==> src/rtl/instr_fetch.sv <==
// instr_fetch: single-outstanding instruction fetch unit with one-entry instruction register.
// Latency: first request 1 cycle after reset release; >= 2 cycles per instruction (REQ+ack, then HOLD).
// Backpressure: unbounded memory wait states in REQ; stall=1 in HOLD freezes instr/pc/instr_valid.
//
// Ports:
//   clk, reset (synchronous, active-low)
//   imem_req/imem_addr out, imem_ack/imem_rdata in    : instruction memory handshake
//   stall, Branch, PcUpdate, target_pc in             : downstream backpressure and redirect
//   instr_valid, instr, opcode, Funct3, Funct7, pc, pc_plus4 out : fetched instruction
//   misalign out (only with FETCH_MISALIGN_TRAP_EN)   : sticky misaligned-redirect trap flag
// Optional feature: define FETCH_MISALIGN_TRAP_EN to trap on misaligned redirect targets;
// otherwise the low two target bits are cleared on redirect.
module instr_fetch #(
  parameter logic [31:0] RESET_PC  = 32'h0040_0000,
  parameter logic [31:0] NOP_INSTR = 32'h0000_0013
) (
  input  logic        clk,
  input  logic        reset,
  output logic        imem_req,
  output logic [31:0] imem_addr,
  input  logic        imem_ack,
  input  logic [31:0] imem_rdata,
  input  logic        stall,
  input  logic        Branch,
  input  logic        PcUpdate,
  input  logic [31:0] target_pc,
  output logic        instr_valid,
  output logic [31:0] instr,
  output logic [6:0]  opcode,
  output logic [2:0]  Funct3,
  output logic [6:0]  Funct7,
  output logic [31:0] pc,
  output logic [31:0] pc_plus4
`ifdef FETCH_MISALIGN_TRAP_EN
  ,
  output logic        misalign
`endif
);

  typedef enum logic [1:0] {
    S_IDLE = 2'd0,
    S_REQ  = 2'd1,
    S_HOLD = 2'd2
`ifdef FETCH_MISALIGN_TRAP_EN
    ,
    S_TRAP = 2'd3
`endif
  } state_t;

  state_t      state_q, state_d;
  logic [31:0] fetch_pc_q, fetch_pc_d;
  logic [31:0] pc_q, pc_d;
  logic [31:0] instr_q, instr_d;
  logic        instr_valid_q, instr_valid_d;
  logic        imem_req_q, imem_req_d;
  logic        redirect;
  logic [31:0] pc_inc;
`ifdef FETCH_MISALIGN_TRAP_EN
  logic        misalign_q, misalign_d;
`endif

  assign redirect = Branch | PcUpdate;
  // 32-bit add wraps naturally modulo 2^32.
  assign pc_inc   = pc_q + 32'd4;

  always_comb begin
    state_d       = state_q;
    fetch_pc_d    = fetch_pc_q;
    pc_d          = pc_q;
    instr_d       = instr_q;
    instr_valid_d = instr_valid_q;
    imem_req_d    = imem_req_q;
`ifdef FETCH_MISALIGN_TRAP_EN
    misalign_d    = misalign_q;
`endif
    case (state_q)
      S_IDLE: begin
        state_d    = S_REQ;
        imem_req_d = 1'b1;
      end
      S_REQ: begin
        // Request and address stay registered until the memory acknowledges.
        if (imem_ack) begin
          instr_d       = imem_rdata;
          pc_d          = fetch_pc_q;
          instr_valid_d = 1'b1;
          imem_req_d    = 1'b0;
          state_d       = S_HOLD;
        end
      end
      S_HOLD: begin
        // Redirect inputs only matter on the cycle the instruction is consumed.
        if (!stall) begin
          instr_valid_d = 1'b0;
          instr_d       = NOP_INSTR;
`ifdef FETCH_MISALIGN_TRAP_EN
          if (redirect && (target_pc[1:0] != 2'b00)) begin
            misalign_d = 1'b1;
            imem_req_d = 1'b0;
            state_d    = S_TRAP;
          end else begin
            fetch_pc_d = redirect ? target_pc : pc_inc;
            imem_req_d = 1'b1;
            state_d    = S_REQ;
          end
`else
          fetch_pc_d = redirect ? (target_pc & 32'hFFFF_FFFC) : pc_inc;
          imem_req_d = 1'b1;
          state_d    = S_REQ;
`endif
        end
      end
`ifdef FETCH_MISALIGN_TRAP_EN
      S_TRAP: begin
        // Sticky: only reset leaves this state.
        state_d = S_TRAP;
      end
`endif
      default: begin
        state_d = S_IDLE;
      end
    endcase
  end

  always_ff @(posedge clk) begin
    if (!reset) begin
      state_q       <= S_IDLE;
      fetch_pc_q    <= RESET_PC;
      pc_q          <= RESET_PC;
      instr_q       <= NOP_INSTR;
      instr_valid_q <= 1'b0;
      imem_req_q    <= 1'b0;
`ifdef FETCH_MISALIGN_TRAP_EN
      misalign_q    <= 1'b0;
`endif
    end else begin
      state_q       <= state_d;
      fetch_pc_q    <= fetch_pc_d;
      pc_q          <= pc_d;
      instr_q       <= instr_d;
      instr_valid_q <= instr_valid_d;
      imem_req_q    <= imem_req_d;
`ifdef FETCH_MISALIGN_TRAP_EN
      misalign_q    <= misalign_d;
`endif
    end
  end

  assign imem_req    = imem_req_q;
  assign imem_addr   = fetch_pc_q;
  assign instr_valid = instr_valid_q;
  assign instr       = instr_q;
  assign opcode      = instr_q[6:0];
  assign Funct3      = instr_q[14:12];
  assign Funct7      = instr_q[31:25];
  assign pc          = pc_q;
  assign pc_plus4    = pc_inc;
`ifdef FETCH_MISALIGN_TRAP_EN
  assign misalign    = misalign_q;
`endif

endmodule

==> config.mk <==
export PLATFORM = sky130hd
export DESIGN_NAME = instr_fetch
export DESIGN_NICKNAME = d
export VERILOG_FILES = /design/src/rtl/instr_fetch.sv
export SDC_FILE = /design/constraint.sdc
export NUM_CORES = 1
export LEC_CHECK = 0
export CORE_AREA = 2 2 105 107
export DETAILED_ROUTE_END_ITERATION = 10
export DIE_AREA = 0 0 107 109
export GPL_ROUTABILITY_DRIVEN = 0
export PLACE_DENSITY = 0.84
export SLEW_MARGIN = 20
export SYNTH_ARGS = -nofsm -noshare
export SYNTH_HDL_FRONTEND = slang
export SYNTH_SLANG_ARGS = --single-unit
==> constraint.sdc <==
create_clock -name clk -period 4.5 [get_ports clk]
set_input_delay 0.675 -clock clk [delete_from_list [all_inputs] [get_ports clk]]
set_output_delay 0.675 -clock clk [all_outputs]
set_load 0.01 [all_outputs]
==> metrics.yaml <==
root_buffer: "clkbuf_8"
crit_chain: "ha_1 -> nand4_2 -> or3_1 -> nor4_1 -> xor2_1 -> clkdlybuf4s50_1"
tightest_slew_ns: 1.041
slew_violations: 0
maxCapViolCount: 0
worstSetupStartpointType: "flop"
crit_type: "reg -> out"
grt_overflow: 0
dpl-instance-area_um2: 6575
netlist_top_cells_count: "106 x nand2_1, 100 x dfxtp_1, 53 x nor2_1, 51 x a21oi_1, 37 x nand3_1"
grtUsageTotal_pct: 25.58
viasPerCell: 5.470
antenna_found_initial: 0
syn_nets: 630
cts_max_path_buffers: 2
initial_utilization_pct: 42.79
cts_buffers: 9
synth_top_area_share_pct: 44.13
synth_top_area_cell: "dfxtp_1"
first_iter_violations: 268
yosysUniqueCellTypes: 49
finClkSkew_ns: 0.01361
synth_most_common_cell: "nand2_1"
vias: 4786
ctsHoldBuffers: 0
dieHeight_um: 109
crit_path_start: "pc[2]$_SDFFE_PN0P_"
clkSinkCount: 100
drc_errors: 0
synth_area_leaders: "dfxtp_1 44%, nand2_1 8.8%, a21oi_1 5.6%"
fin_tns_setup_ns: 0
grt_max_degree: 64
fillCellCount: 885
dp_worst_setup_slack_ns: 1.093
synth-main-ff-cell: "dfxtp_1"
clkLatencyLatePin_ns: 0.37
first_pass_iters: 5
cts_tree: "yes"
fmax_mhz: 260.5
die_w_um: 107
peakVddDrop_v: 0.0001476
synth_edf_count: 0
powerDensity_nw_per_um2: 256.2
detail-route-antenna-nets: 0
ys_warn_count: 0
p_leak_nw: 2.385
fin_nets: 801
slowest_stage: "clkdlybuf4s50_1"
timing_hold_violations_final: 0
rsz0062_at_grt: "no"
wirelength_um: 14990
grt_pass1_wl_um: 23720
critPathMaxFanout: 8
hold_class: "reg -> reg"
period_needed_ns: 3.838
core_um2: 10600
worstHoldStart: "imem_addr[21]$_SDFFE_PN0P_"
cpPeakStageDelay_ns: 0.61
dieArea_um2: 11660
post_cts_resized: 0
drive_above_1_share_pct: 6.531
seq_area_frac_synth_pct: 44.13
end_kind: "primary output"
status: "completed"
h-tree-depth: 3
required_ns: 3.83
clk_pin_slew_worst_paths_ns: 0.11
slew_headroom_pct: 30.33
fin_ws_ns: 0.6619
fin_crit_sh_pct: 85.29
fin_area_um2: 6770
rr_startpoint: "pc[2]$_SDFFE_PN0P_"
async_flop_share_pct: 0
arrival_ns: 3.16
syn_area_per_cell_um2: 8.116
diodes: 0
wl_per_cell_um: 17.13
dp_hpwl_um: 10540
syn_inst: 559
syn_area_um2: 4537
placementRows: 38
synth-seq-cells: 100
post-cts-setup-buffers: 0
finalSetupViolations: 0
grt_pass1_vias: 4816
pin_count: 217
area_growth_pct: 49.23
port_buffers: 214
## metrics by stage
| stage | hold WS [ns] | utilization (%) | total power [mW] | instances |
|---|---|---|---|---|
| after floorplan | 0.4805 | - | 1.054 | 559 |
| after global placement | 0.4424 | 62.01 | 1.185 | 859 |
| after detailed placement | 0.4628 | 62.01 | 1.192 | 859 |
| after CTS | 0.4742 | 63.81 | 1.747 | 875 |
| after global routing | 0.5014 | 63.85 | 1.808 | 875 |
| final | 0.4689 | 63.85 | 1.735 | 875 |
## placed cells by master, fill, tap and decap left out, types with 8 or more instances in the layout
master           count
nor2_1              51
xor2_1              16
dfxtp_1            100
clkdlybuf4s50_1    214
o21ai_0              9
nand3_1             37
a22oi_1             29
nand2_1            106
xnor2_1              9
nor3_1              10
a31o_2               8
clkbuf_8             9
a21oi_1             51
## sequential cells by signal, indices dropped and copies added (netlist names)
name and count:
state_q 2, instr 32, imem_addr 32, pc 32
imem_req 1, instr_valid 1
## layer usage
layer | wire length, µm | vias to the layer above | track usage (%)
li1 | - | 2249 | -
met1 | 5847 | 2269 | 29.57
met2 | 7337 | 234 | 44.59
met3 | 1423 | 34 | 7.113
met4 | 383 | 0 | 10.85
met5 | 0 | - | 0
## worst paths after layout
kind,endpoint,slack [ns],depth (start not counted)
worst min register to register,pc[21]$_SDFFE_PN0P_,0.47,2
worst max register to register,imem_addr[30]$_SDFFE_PN0P_,2.06,6
worst min-delay path,pc[21]$_SDFFE_PN0P_,0.47,2
worst max-delay path,pc_plus4[30],0.66,6
## where the power goes
group / leakage, nW / internal [mW] / switching [mW]
Sequential: 0.810 / 0.907 / 0.0193
Clock: 0.0982 / 0.216 / 0.346
Combinational: 1.48 / 0.130 / 0.116
## layout make-up
type | count | area [µm²] | share of cell area [%]
clock buffers | 9 | 123.9 | 1.830
clock inverters | 7 | 66.31 | 0.9795
inverters | 8 | 30.03 | 0.4435
well taps | 140 | 175.2 | 2.587
multi-input cells | 391 | 2186 | 32.29
repair buffers | 220 | 2187 | 32.30
flip-flops and latches | 100 | 2002 | 29.57
## kinds of logic after synthesis
group	Yosys count	share of synthesized area [%]
buffers and inverters	68	8.163
XOR/XNOR	27	5.543
adder cells (fa/ha/maj)	1	0.2757
AO/OA/AOI/OAI	118	16.44
AND/OR/NAND/NOR	242	24.79
multiplexers	3	0.6619
flip-flops	100	44.13
## worst max-delay path, delay by kind of cell, from the launching register on
| family | cells | cell delay, ns |
|---|---|---|
| adder cells (fa/ha/maj) | 1 | 0.28 |
| XOR/XNOR | 1 | 0.31 |
| AND/OR/NAND/NOR | 3 | 1.09 |
| flip-flops | 1 | 0.50 |
| buffers and inverters | 1 | 0.61 |
Note: power is estimated with default switching activity, not from simulation.
